[src/rtl/change_dispenser.sv]
// rtl/change_dispenser.sv - greedy change dispenser driving a coin hopper over a req/ack handshake
// Optional hopper counters: CHANGE_DISPENSER_HOPPER_COUNT_EN
module change_dispenser #(
    parameter int CREDIT_W    = 16,
    parameter int HOPPER_INIT = 20,
    parameter int CNT_W       = 8
) (
    input  logic                clk,
    input  logic                reset,
    input  logic                start,
    input  logic [CREDIT_W-1:0] credit,
    input  logic [CREDIT_W-1:0] price,
    input  logic                coin_ack,
    input  logic                refill,
    output logic                coin_req,
    output logic [1:0]          coin_sel,
    output logic                busy,
    output logic                done,
    output logic                error,
    output logic [CREDIT_W-1:0] change_left
);

    typedef enum logic [2:0] {IDLE, CALC, SELECT, ISSUE, DONE, FAULT} state_t;

    state_t              state;
    logic [CREDIT_W-1:0] credit_q;
    logic [CREDIT_W-1:0] price_q;
    logic [3:0]          avail;
    logic                found;
    logic [1:0]          pick_sel;

    function automatic logic [CREDIT_W-1:0] denom(input logic [1:0] s);
        case (s)
            2'd0:    denom = CREDIT_W'(500);
            2'd1:    denom = CREDIT_W'(1000);
            2'd2:    denom = CREDIT_W'(2000);
            default: denom = CREDIT_W'(5000);
        endcase
    endfunction

`ifdef CHANGE_DISPENSER_HOPPER_COUNT_EN
    logic [CNT_W-1:0] hopper [4];

    always_comb begin
        for (int i = 0; i < 4; i++) avail[i] = (hopper[i] != '0);
    end

    // Decrement happens only on the accepted ack, so a reset mid-coin never loses a count.
    always_ff @(posedge clk or posedge reset) begin
        if (reset) begin
            for (int i = 0; i < 4; i++) hopper[i] <= CNT_W'(HOPPER_INIT);
        end else if (state == IDLE && refill) begin
            for (int i = 0; i < 4; i++) hopper[i] <= CNT_W'(HOPPER_INIT);
        end else if (state == ISSUE && coin_ack) begin
            hopper[coin_sel] <= hopper[coin_sel] - 1'b1;
        end
    end
`else
    wire              unused_refill = refill;
    wire [CNT_W-1:0]  unused_init   = CNT_W'(HOPPER_INIT);

    assign avail = 4'b1111;
`endif

    // Ascending scan: the last qualifying denomination is the largest one.
    always_comb begin
        found    = 1'b0;
        pick_sel = 2'd0;
        for (int i = 0; i < 4; i++) begin
            if (avail[i] && change_left >= denom(i[1:0])) begin
                found    = 1'b1;
                pick_sel = i[1:0];
            end
        end
    end

    always_ff @(posedge clk or posedge reset) begin
        if (reset) begin
            state       <= IDLE;
            credit_q    <= '0;
            price_q     <= '0;
            coin_req    <= 1'b0;
            coin_sel    <= 2'd0;
            busy        <= 1'b0;
            done        <= 1'b0;
            error       <= 1'b0;
            change_left <= '0;
        end else begin
            case (state)
                IDLE: begin
                    done <= 1'b0;
                    if (start) begin
                        credit_q <= credit;
                        price_q  <= price;
                        error    <= 1'b0;
                        busy     <= 1'b1;
                        state    <= CALC;
                    end
                end
                CALC: begin
                    if (credit_q < price_q) begin
                        error       <= 1'b1;
                        change_left <= '0;
                        state       <= FAULT;
                    end else begin
                        change_left <= credit_q - price_q;
                        state       <= SELECT;
                    end
                end
                SELECT: begin
                    if (change_left == '0) begin
                        done  <= 1'b1;
                        state <= DONE;
                    end else if (found) begin
                        coin_sel <= pick_sel;
                        coin_req <= 1'b1;
                        state    <= ISSUE;
                    end else begin
                        error <= 1'b1;
                        state <= FAULT;
                    end
                end
                ISSUE: begin
                    if (coin_ack) begin
                        change_left <= change_left - denom(coin_sel);
                        coin_req    <= 1'b0;
                        state       <= SELECT;
                    end
                end
                DONE: begin
                    done  <= 1'b0;
                    busy  <= 1'b0;
                    state <= IDLE;
                end
                FAULT: begin
                    busy  <= 1'b0;
                    state <= IDLE;
                end
                default: state <= IDLE;
            endcase
        end
    end

endmodule

[config.mk]
export PLATFORM = sky130hd
export DESIGN_NAME = change_dispenser
export DESIGN_NICKNAME = d
export VERILOG_FILES = /design/src/rtl/change_dispenser.sv
export SDC_FILE = /design/constraint.sdc
export NUM_CORES = 1
export LEC_CHECK = 0
export BUFFER_PORTS_ARGS = -buffer_cell sky130_fd_sc_hd__buf_2
export CAP_MARGIN = 20
export CORE_MARGIN = 2
export CORE_UTILIZATION = 45
export DETAILED_ROUTE_END_ITERATION = 10
export PLACE_DENSITY_LB_ADDON = 0.12
export RECOVER_POWER = 50
export SLEW_MARGIN = 30
export SYNTH_ARGS = -nofsm -noshare
export SYNTH_HDL_FRONTEND = slang
export SYNTH_SLANG_ARGS = --single-unit
[constraint.sdc]
create_clock -name clk -period 3.1 [get_ports clk]
set_input_delay 0.62 -clock clk [delete_from_list [all_inputs] [get_ports clk]]
set_output_delay 0.62 -clock clk [all_outputs]
set_load 0.05 [all_outputs]
## Word-level counts from Yosys, hierarchy flattened

Index checks and enable logic that the tools add are counted.

- Logic and storage cells: 81
- Input port bits: 37
- Output and inout port bits: 22
- Register bits after elaboration: 57

- Eq/ne operators: 14
- $add $sub $neg: 2
- Magnitude comparators: 5
- Multiplexer cells: 32
- Reduce and logical (&&, ||, !) cells: 18
- Bitwise gates (word level): 1

Operator list:

| kind | number |
|---|---|
| 2-to-1 mux 16 bit | 4 |
| one-hot mux 13 bit (3 select lines) | 1 |
| one-hot mux 16 bit (2 select lines) | 1 |
| subtractor 16 bit | 2 |
| >= comparator 16 x 10 -> 1 bit (second input constant) | 1 |
| >= comparator 16 x 11 -> 1 bit (second input constant) | 1 |
| >= comparator 16 x 13 -> 1 bit (second input constant) | 1 |
| >= comparator 16 x 9 -> 1 bit (second input constant) | 1 |
| logical NOT 16 bit | 1 |
| less-than comparator 16 bit | 1 |
| 2-to-1 mux 3 bit | 5 |
| 2-to-1 mux 1 bit | 14 |
| inequality test 2 bit (second input constant) | 7 |
| one-hot mux 3 bit (4 select lines) | 1 |
| AND reduction 2 bit | 5 |
| nonzero test 2 bit | 4 |
| equality test 3 x 2 -> 1 bit (second input constant) | 2 |
| equality test 3 bit (second input constant) | 2 |
| one-hot mux 1 bit (2 select lines) | 3 |
| AND reduction 5 bit | 1 |
| 2-to-1 mux 2 bit | 2 |
| AND reduction 4 bit | 1 |
| OR reduction 2 bit | 2 |
| equality test 3 x 1 -> 1 bit (second input constant) | 1 |
| 8 further kinds | 8 |

## Longest topological paths before layout

- Depth after elaboration: 8
- Mapped depth: 10
- Mapped depth without buffers: 10

## Least setup slack after synthesis

OpenSTA, ideal clock, no wires.

- Path kind: reg2reg
- Start point: register coin_sel[0]
- End point: register change_left[15]
- Path slack: 0.626 ns
- Stages on the path, launching flop included: 9
- Buffers on the path: 0
- Setup time: 0.087 ns
- Arrival time: 2.388 ns
- Cell sequence: dfrtp_1 -> inv_1 -> ha_1 -> nor2b_1 -> o31a_1 -> o31ai_4 -> a21oi_2 -> or4b_1 -> o211ai_1

- Cells in the longest elaborated chain, start to end: 7
- Elaborated cells between the ends (all ways): 9
- Those cells by class: 1 x add/sub; 2 x eq/ne; 5 x mux; 1 x reduce/logical

Ends and longest elaborated chain:

| what | line | text |
|---|---|---|
| start, declared | 16 | `output logic [1:0] coin_sel,` |
| start signal, assigned | 115 | `coin_sel <= pick_sel;` |
| equality test 2 bit, or another cell as far along | 33 | `case (s)` |
| one-hot mux 13 bit (3 select lines) * | 33 |  |
| 2-to-1 mux 16 bit * | 124 | `if (coin_ack) begin` |
| 2-to-1 mux 16 bit * | 89 | `case (state)` |
| subtractor 16 bit * | 125 | `change_left <= change_left - denom(coin_sel);` |
| 2-to-1 mux 16 bit * | 124 |  |
| one-hot mux 16 bit (2 select lines) * | 89 |  |
| end signal, assigned | 106 | `change_left <= credit_q - price_q;` |
| end signal, assigned | 125 |  |
| end, declared | 20 | `output logic [CREDIT_W-1:0] change_left` |

Mark *: on every way between the ends. The rest lies on a longest branch, timed or not. The select of a mux whose other input is x is not followed.
A chain may end at the register's enable or synchronous reset.

## Worst setup path in the final report

- Start point: register credit_q[0]
- End point: register change_left[14]

- Cells in the longest elaborated chain, start to end: 3
- Elaborated cells between the ends (all ways): 4
- Those cells by class: 1 x add/sub; 1 x order compare; 2 x mux

Ends and longest elaborated chain:

| what | line | text |
|---|---|---|
| start, declared | 26 | `logic [CREDIT_W-1:0] credit_q;` |
| start signal, assigned | 93 | `credit_q <= credit;` |
| subtractor 16 bit or less-than comparator 16 bit (tied branches) | 106, 101 |  |
| 2-to-1 mux 16 bit * | 101 | `if (credit_q < price_q) begin` |
| one-hot mux 16 bit (2 select lines) * | 89 |  |

Mark *: on every way between the ends. The rest lies on a longest branch, timed or not.

==> flow_summary.ini <==
[critical_path]
worstPathRequired_ns = 3.31
crit_path_end = change_left[14]
crit_start = credit_q[0]
crit_fanout = 3
rr_startpoint = credit_q[0]
critPathArrivalTime_ns = 2.73
start_kind = flip-flop
reg2reg_depth = 10
reg2reg_setup_slack_ns = 0.57
crit_type = flip-flop to flip-flop
crit_path_end_kind = flip-flop
rr_endpoint = change_left[14]

[sta]
drv_slew = 0
fmax_mhz = 396
slew_headroom_pct = 28.1
finalCriticalPeriod_ns = 2.53
setup_viol = 0
hold_slack_ns = 0.485
hold_viol = 0
setup_tns_ns = 0
worst_pin_slew_ns = 1.08
clock_skew_ns = 0.00883
min_period_over_period_pct = 81.5
rsz0062_at_grt = no

[synth]
yosysMostFrequentCell = dfrtp_1
synth_warnings = 0
syn_area_per_cell_sq_um = 9.16
synth_fp_nets = 480
synth-edff-count = 0
postSynth.asyncResetShare_pct = 100
synth.distinct_cells = 68
yosysTopAreaCellShare_pct = 37.3
synth_top_flop_cell = dfrtp_1
yosys-top-cells-area = dfrtp_1, ha_1, mux2_2, a21oi_1, o21ai_0
ys_seq_elements = 57
syn_area_sq_mm = 0.00382
synthTopCellsByCount = dfrtp_1, nand2_1, inv_1
synth-seq-area-share_pct = 37.3
synth_area_leader_cell = dfrtp_1
synthCells = 417

[floorplanning]
start_util_pct = 46.5
die_w_microns = 96.2
io_pins = 59
fp.coreArea_sq_mm = 0.00822
fp.dieH_microns = 96.2
die_area_sq_mm = 0.00924
rows = 33

[cts]
cts_root_buf = clkbuf_8
cts-resized-gates = 0
post_cts_buffers = 0
clock_latency_ns = 0.34
clock_sinks = 57
clockBufferDepth = 2
h-tree-depth = 3
cts_made_buffers = 9
hold_buffers = 0
cts_tree = done
clk_pin_slew_ns = 0.07

[placement]
placed_cell_area_sq_mm = 0.00418
dp_hpwl_microns = 6870
globalplace.congestion = 0.881
io_buffer_count = 57

[hold_path]
hold_class = input pin to flip-flop

[layout]
utilization_pct = 52.9
nFillCells = 794
nets = 538
n_antenna_cell = 0
area_growth_pct = 13.9
regArea_sq_mm = 0.00143
multi_input_area_sq_mm = 0.00216
layout-drive-gt1-share_pct = 21.5
stdcell_area_sq_mm = 0.00435

[route]
post-route-drc-count = 0
vias = 3219
viasPerCell = 5.50
dr.first_iter.drc_count = 137
avgRoutedWirePerCell_microns = 15.4
final_antenna_net_count = 0
finalWirelength_microns = 9000
firstDrtPassIters = 5

[global_routing]
grtUsageTotal_pct = 21.2
overflow = 0
grt_pass1_vias = 3025
antenna_found_initial = 0
grt_max_degree = 45
grt_pass1_wl_microns = 15000

[flow_run]
maxCapViolCount = 0

[run_status]
outcome = finished, final reports clean
per-layer routing:
metal  vias up  global-route usage (%)  share of wire (%)
met1      1514                    28.7                 47
met4         0                    5.48               0.42
met5         -                       0                  0
li1       1618                       -                  -
met3         4                    4.78                4.9
met2        83                    34.4                 48
metrics by stage:
stage | worst slack, ns | cells
after floorplan | 0.626 | 417
after global placement | 0.562 | 569
after detailed placement | 0.556 | 569
after CTS | 0.552 | 585
after global routing | 0.338 | 585
final | 0.574 | 585
registers in the layout (all words and copies together) (netlist names):
register and flops:
price_q 16, change_left 16, done 1, credit_q 16, busy 1, error 1
coin_sel 2, state 3, coin_req 1
cell families after synthesis:
group	synth area share [%]
mux	4.72
compound gates	23.5
fa+ha+maj	8.91
flops	37.3
buf+inv	6.06
xor+xnor	3.21
simple gates	16.2
layout make-up:
cell class              instances  share of cell area [%]
multi-input cells             309                    49.8
flip-flops and latches         57                    32.8
repair buffers                 61                    6.76
inverters                      37                    3.19
well taps                     105                    3.02
clock buffers                   9                    2.85
clock inverters                 7                    1.64
placed cells by master, fill, tap and decap left out, types with 3 or more instances in the layout:
cell / synthesis / routed
a221oi_1: 3 / 3
o21a_1: 7 / 7
o221ai_1: 4 / 4
nand2b_1: 4 / 4
buf_2: 2 / 46
clkbuf_8: 0 / 9
mux2_2: 16 / 16
nand2_1: 40 / 40
nand3_1: 10 / 10
clkinvlp_4: 0 / 3
a41oi_1: 3 / 3
o21ai_0: 31 / 31
a211oi_1: 5 / 5
inv_1: 36 / 36
o21bai_1: 3 / 3
dfrtp_1: 57 / 57
a21oi_1: 33 / 33
nor2_1: 29 / 29
nor2b_1: 4 / 4
xor2_1: 5 / 5
or3_1: 5 / 5
o31a_1: 3 / 3
o211ai_1: 9 / 9
ha_1: 24 / 24
nor3_1: 4 / 4
clkbuf_1: 6 / 13
a21o_1: 6 / 6
xnor2_1: 9 / 9
worst max-delay path, cell delays in order (launching register included):
cell and delay [ns]:
dfrtp_1 0.36, inv_1 0.07, ha_1 0.15, inv_1 0.05, fa_1 0.42, a211oi_2 0.25
o21ai_1 0.15, a221oi_1 0.43, a31oi_1 0.17, xnor2_1 0.20, o221ai_1 0.14
worst min-delay path by stage:
stage / start / end / depth (start not counted) / slack (ns)
floorplan: state[2] / state[2] / 1 / 0.45
global route: price[3] / price_q[3] / 3 / 0.47
global placement: busy / busy / 1 / 0.45
detailed placement: state[2] / state[2] / 1 / 0.49
finish: price[13] / price_q[13] / 3 / 0.49
CTS: reset / busy / 2 / 0.36
Power is not shown: default switching activity piles up to over one toggle a cycle in this logic, so the estimate is an artifact.
